<file path="src/rtl/tone_arb_pkg.sv">
// tone_arb_pkg: shared note type, rest value and FSM states for the tone output arbiter
package tone_arb_pkg;
  typedef logic [3:0] note_t;
  localparam note_t NOTE_REST = 4'h0;
  typedef enum logic [1:0] {ST_IDLE, ST_PLAY, ST_GAP} state_e;
endpackage

</file>
<file path="src/rtl/tone_output_arbiter_tick_prescaler.sv">
// tick_prescaler: free-running divider producing a one-cycle tick every TICK_DIV clocks
// Ports: clk, reset (async, active-high), tick (high while the count is TICK_DIV-1)
module tick_prescaler #(
  parameter int TICK_DIV = 4
) (
  input  logic clk,
  input  logic reset,
  output logic tick
);
  localparam int CW = TICK_DIV > 1 ? $clog2(TICK_DIV) : 1;
  localparam logic [CW-1:0] LAST = CW'(TICK_DIV - 1);
  logic [CW-1:0] cnt_q;
  assign tick = cnt_q == LAST;
  always_ff @(posedge clk or posedge reset)
    if (reset) cnt_q <= '0;
    else cnt_q <= tick ? '0 : cnt_q + 1'b1;
endmodule

</file>
<file path="src/rtl/tone_output_arbiter.sv">
// tone_output_arbiter: grants one note requester at a time onto the piezo/LED pair
// Ports: clk, reset (async, active-high), req/note_in (per-requester level request and
// 4-bit note), grant (one-hot), done (release pulse), busy, active_id, piezo_out, led_out.
// Macro TONE_ARB_ROUND_ROBIN_EN selects round-robin arbitration; fixed priority otherwise.
module tone_output_arbiter
  import tone_arb_pkg::*;
#(
  parameter int NUM_REQ      = 3,
  parameter int TICK_DIV     = 4,
  parameter int MIN_ON_TICKS = 2,
  parameter int MAX_ON_TICKS = 0,
  parameter int GAP_TICKS    = 1
) (
  input  logic                       clk,
  input  logic                       reset,
  input  logic [NUM_REQ-1:0]         req,
  input  logic [4*NUM_REQ-1:0]       note_in,
  output logic [NUM_REQ-1:0]         grant,
  output logic [NUM_REQ-1:0]         done,
  output logic                       busy,
  output logic [$clog2(NUM_REQ)-1:0] active_id,
  output note_t                      piezo_out,
  output note_t                      led_out
);
  localparam int IW   = $clog2(NUM_REQ);
  localparam int OMAX = MIN_ON_TICKS > MAX_ON_TICKS ? MIN_ON_TICKS : MAX_ON_TICKS;
  localparam int OW   = $clog2(OMAX + 1);
  localparam int GW   = GAP_TICKS > 0 ? $clog2(GAP_TICKS + 1) : 1;
  state_e               state_q, state_d;
  logic [OW-1:0]        on_cnt_q, on_cnt_d;
  logic [GW-1:0]        gap_cnt_q, gap_cnt_d;
  logic [IW-1:0]        id_q, id_d;
  note_t                note_q, note_d;
  logic [NUM_REQ-1:0]   grant_q, grant_d, done_q, done_d;
  logic                 busy_q, busy_d;
  logic                 tick, found, rel;
  logic [IW-1:0]        win;
  note_t                notes [NUM_REQ];
`ifdef TONE_ARB_ROUND_ROBIN_EN
  logic [IW-1:0]        rr_q, rr_d;
  logic [2*NUM_REQ-1:0] dbl;
`endif
  tick_prescaler #(.TICK_DIV(TICK_DIV)) u_presc (.clk(clk), .reset(reset), .tick(tick));
  always_comb
    for (int k = 0; k < NUM_REQ; k++) notes[k] = note_in[4*k +: 4];
  // Descending scan so the lowest qualifying position is the one left standing.
  always_comb begin
    found = 1'b0;
    win   = '0;
`ifdef TONE_ARB_ROUND_ROBIN_EN
    dbl = {req, req} >> rr_q;
    for (int k = NUM_REQ - 1; k >= 0; k--)
      if (dbl[k]) begin
        found = 1'b1;
        win   = IW'((int'(rr_q) + k) % NUM_REQ);
      end
`else
    for (int k = NUM_REQ - 1; k >= 0; k--)
      if (req[k]) begin
        found = 1'b1;
        win   = IW'(k);
      end
`endif
  end
  assign rel = (!req[id_q] && on_cnt_q >= OW'(MIN_ON_TICKS)) ||
               (MAX_ON_TICKS != 0 && on_cnt_q == OW'(MAX_ON_TICKS));
  always_comb begin
    state_d   = state_q;
    on_cnt_d  = on_cnt_q;
    gap_cnt_d = gap_cnt_q;
    id_d      = id_q;
    note_d    = note_q;
    grant_d   = grant_q;
    done_d    = '0;
`ifdef TONE_ARB_ROUND_ROBIN_EN
    rr_d      = rr_q;
`endif
    case (state_q)
      ST_IDLE:
        if (found) begin
          state_d  = ST_PLAY;
          id_d     = win;
          note_d   = notes[win];
          grant_d  = NUM_REQ'(1) << win;
          on_cnt_d = '0;
`ifdef TONE_ARB_ROUND_ROBIN_EN
          rr_d     = (win == IW'(NUM_REQ - 1)) ? '0 : win + 1'b1;
`endif
        end
      ST_PLAY: begin
        if (tick && on_cnt_q != OW'(OMAX)) on_cnt_d = on_cnt_q + 1'b1;
        if (rel) begin
          state_d   = GAP_TICKS > 0 ? ST_GAP : ST_IDLE;
          grant_d   = '0;
          note_d    = NOTE_REST;
          done_d    = grant_q;
          gap_cnt_d = '0;
          id_d      = '0;
        end
      end
      ST_GAP:
        if (gap_cnt_q == GW'(GAP_TICKS)) state_d = ST_IDLE;
        else if (tick) gap_cnt_d = gap_cnt_q + 1'b1;
      default: state_d = ST_IDLE;
    endcase
    busy_d = state_d != ST_IDLE;
  end
  always_ff @(posedge clk or posedge reset)
    if (reset) begin
      state_q   <= ST_IDLE;
      on_cnt_q  <= '0;
      gap_cnt_q <= '0;
      id_q      <= '0;
      note_q    <= NOTE_REST;
      grant_q   <= '0;
      done_q    <= '0;
      busy_q    <= 1'b0;
`ifdef TONE_ARB_ROUND_ROBIN_EN
      rr_q      <= '0;
`endif
    end else begin
      state_q   <= state_d;
      on_cnt_q  <= on_cnt_d;
      gap_cnt_q <= gap_cnt_d;
      id_q      <= id_d;
      note_q    <= note_d;
      grant_q   <= grant_d;
      done_q    <= done_d;
      busy_q    <= busy_d;
`ifdef TONE_ARB_ROUND_ROBIN_EN
      rr_q      <= rr_d;
`endif
    end
  assign grant     = grant_q;
  assign done      = done_q;
  assign busy      = busy_q;
  assign active_id = id_q;
  assign piezo_out = note_q;
  assign led_out   = note_q;
endmodule

</file>
<file path="config.mk">
export PLATFORM = sky130hd
export DESIGN_NAME = tone_output_arbiter
export DESIGN_NICKNAME = d
export VERILOG_FILES = /design/src/rtl/tone_arb_pkg.sv /design/src/rtl/tone_output_arbiter_tick_prescaler.sv /design/src/rtl/tone_output_arbiter.sv
export SDC_FILE = /design/constraint.sdc
export NUM_CORES = 1
export LEC_CHECK = 0
export ABC_AREA = 1
export ABC_CLOCK_PERIOD_IN_PS = 2300
export CORE_MARGIN = 3
export CORE_UTILIZATION = 48
export DETAILED_ROUTE_END_ITERATION = 8
export GPL_TIMING_DRIVEN = 0
export PLACE_DENSITY_LB_ADDON = 0.1
export SLEW_MARGIN = 20
export SYNTH_ARGS = -nofsm -noshare
export SYNTH_HDL_FRONTEND = slang
export SYNTH_SLANG_ARGS = --single-unit
export TNS_END_PERCENT = 20
</file>
<file path="constraint.sdc">
create_clock -name clk -period 2.3 [get_ports clk]
set_input_delay 0.345 -clock clk [delete_from_list [all_inputs] [get_ports clk]]
set_output_delay 0.345 -clock clk [all_outputs]
set_load 0.03 [all_outputs]
</file>
==> flow_summary.ini <==
[global_routing]
grt_pass1_vias = 879
grt_pass1_wl_um = 3800
grtUsageMet2_pct = 33.5
antenna_found_initial = 0
grt_use_met1_pct = 21.7
grt_max_degree = 21
met3_usage_pct = 3.72
grt_util_all_layers_pct = 18.8
grt_busiest_layer = met2
grt-ovfl-total = 0

[drt]
drt_pre_antenna_iters = 4
postRouteAntennaNets = 0
vias_per_cell = 4.83
routed_wl_um = 2210
drtIter0Drc = 20
vias = 933
wl_per_cell_um = 11.5
drc = 0

[cts]
clockBufferDepth = 2
cts_sinks = 20
numCtsBuffers = 3
ctsHoldBuffers = 0
tritoncts = yes
clkLatencyLatePin_ps = 300
htree_levels = 1
post_cts_resized = 0
clk_pin_slew_worst_paths_ps = 110
cts_root_buf = clkbuf_4
postCtsSetupRepairBufs = 0

[synth]
synth_cell_types = 16
ys_seq_area_share_pct = 49.4
netlist_area_um2 = 1010
syn_avg_cell_area_um2 = 7.73
synth-seq-cells = 20
yosys_warnings = 0
synth_fp_nets = 150
postSynthCellCount = 131

[floorplan]
core_area_um2 = 1860
die-width_um = 51.9
rows = 15
dieArea_um2 = 2700
start_util_pct = 54.5
die_h_um = 51.9
ios = 34

[timing]
finalHoldViolCount = 0
max_freq_mhz = 552
slew_headroom_pct = 51.3
rsz0062_at_grt = no
slew_viol_final = 0
final-setup-viol-count = 0
layout_min_cycle_time_ps = 1810
skew_ps = 2.96
finalSetupTns_ps = 0
worst_pin_slew_ps = 730
period_share_pct = 78.8

[cells_and_area]
stdcell_count = 193
diodes = 0
final_common_cell = nand2_1
nNetsFinal = 188
area_growth_pct = 39.3
layout-drive-gt1-share_pct = 9.52
layout_common_cells = nand2_1 (37), clkdlybuf4s50_1 (33), dfrtp_1 (20), inv_1 (19), nand3_1 (18)
fillers = 139

[critical_path]
path_cells = buf_4 -> clkdlybuf4s50_1
path_max_fanout = 3
critPathMaxStageDelay_ps = 660
required_ps = 1960
cp-start-kind = flip-flop
cp_num_buf_inv = 2
end_kind = primary output
crit_type = flip-flop to primary output
path_delay_family = buffers and inverters
arrival_ps = 1470
cpMaxStageDelayCell = clkdlybuf4s50_1

[min_path]
holdCritPathClass = flip-flop to flip-flop

[placed_design]
place_hpwl_um = 1710
portBuffers = 33
place_congestion = 0.762
placedCellCount = 189

[pwr]
power.density_nw_per_um2 = 1120
irDropWorstVdd_mv = 0.748
p_leak_uw = 0.000740

[flow_run]
cap_violations = 0

[outcome]
status = finished clean
[path summary, 6_finish.rpt]
path / startpoint / endpoint / slack (ps) / depth (start not counted)
setup / recovery: led_out[3]$_DFFE_PP0P_ / piezo_out[3] / 490 / 2
hold / removal: u_presc.cnt_q[0]$_DFF_PP0_ / u_presc.cnt_q[0]$_DFF_PP0_ / 440 / 1
setup reg to reg: on_cnt_q[0]$_DFFE_PP0P_ / active_id[0]$_DFFE_PP0P_ / 900 / 10
hold reg to reg: u_presc.cnt_q[0]$_DFF_PP0_ / u_presc.cnt_q[0]$_DFF_PP0_ / 440 / 1
max in group asynchronous: reset / led_out[0]$_DFFE_PP0P_ / 1380 / 2
min in group asynchronous: reset / led_out[1]$_DFFE_PP0P_ / 470 / 2
[flip-flops by register name, summed over array words and instances, names as in the netlist]
name	cells
grant	3
done	3
state_q	2
led_out	4
gap_cnt_q	1
on_cnt_q	2
busy	1
active_id	2
u_presc.cnt_q	2
[final cells by class]
class,instances,area (µm²),area share (%)
Buffer,6,52.6,3.73
Clock buffer,4,36.3,2.57
Multi-Input combinational cell,84,380,27.0
Sequential cell,20,500,35.5
Timing Repair Buffer,33,330,23.4
Tap cell,25,31.3,2.22
Inverter,21,78.8,5.59
[per-layer routing]
metal,wire length (µm),up-vias
li1,-,477
met1,919,432
met2,1180,20
met3,78,4
met4,36,0
met5,0,-
[cells in the mapped netlist]
cell type  instances  share of area [%]
ha_1               2                2.5
nand4_1            1               0.62
o21ai_0            3                1.5
inv_2              2               0.74
nand2_2            2                1.2
nand3_1           18                8.9
o31ai_1            1               0.74
nand3_2            1               0.99
buf_4              4                3.0
nor3_1             1               0.49
nand2_1           37                 14
buf_6              2                2.2
nor2_1            17                6.3
dfrtp_1           20                 49
nor2_2             1               0.62
inv_1             19                7.0
[worst register-to-register path, delay by kind of cell (launching register included)]
| kind | cells | cell delay [ps] |
|---|---|---|
| adder cells (fa/ha/maj) | 1 | 130 |
| flip-flops | 1 | 410 |
| buffers and inverters | 4 | 390 |
| AND/OR/NAND/NOR | 5 | 390 |
[through the flow]
step	hold slack, ps	power, µW	util [%]	worst slack, ps	area [µm²]
5_1_grt	462	1700	75.9	426	1410
3_5_place_dp	423	1380	73.9	629	1370
6_report	436	1580	75.9	488	1410
4_1_cts	438	1590	75.9	477	1410
3_3_place_gp	414	1360	73.9	657	1370
2_1_floorplan	309	1070	-	1010	1010
[cells by family (layout without fill, tap and decap cells)]
kind of cell	count (synthesis)	count (layout)	share of synthesized area [%]
AO/OA/AOI/OAI	4	4	2.22
flip-flops	20	20	49.4
adder cells (fa/ha/maj)	2	2	2.47
AND/OR/NAND/NOR	78	78	32.9
buffers and inverters	27	64	13.0
[power by group]
part	switching [µW]	total, µW	internal (µW)
Sequential	76.9	534	457
Combinational	493	841	348
Clock	104	201	96.7
Power figures use the tool's default switching activity.
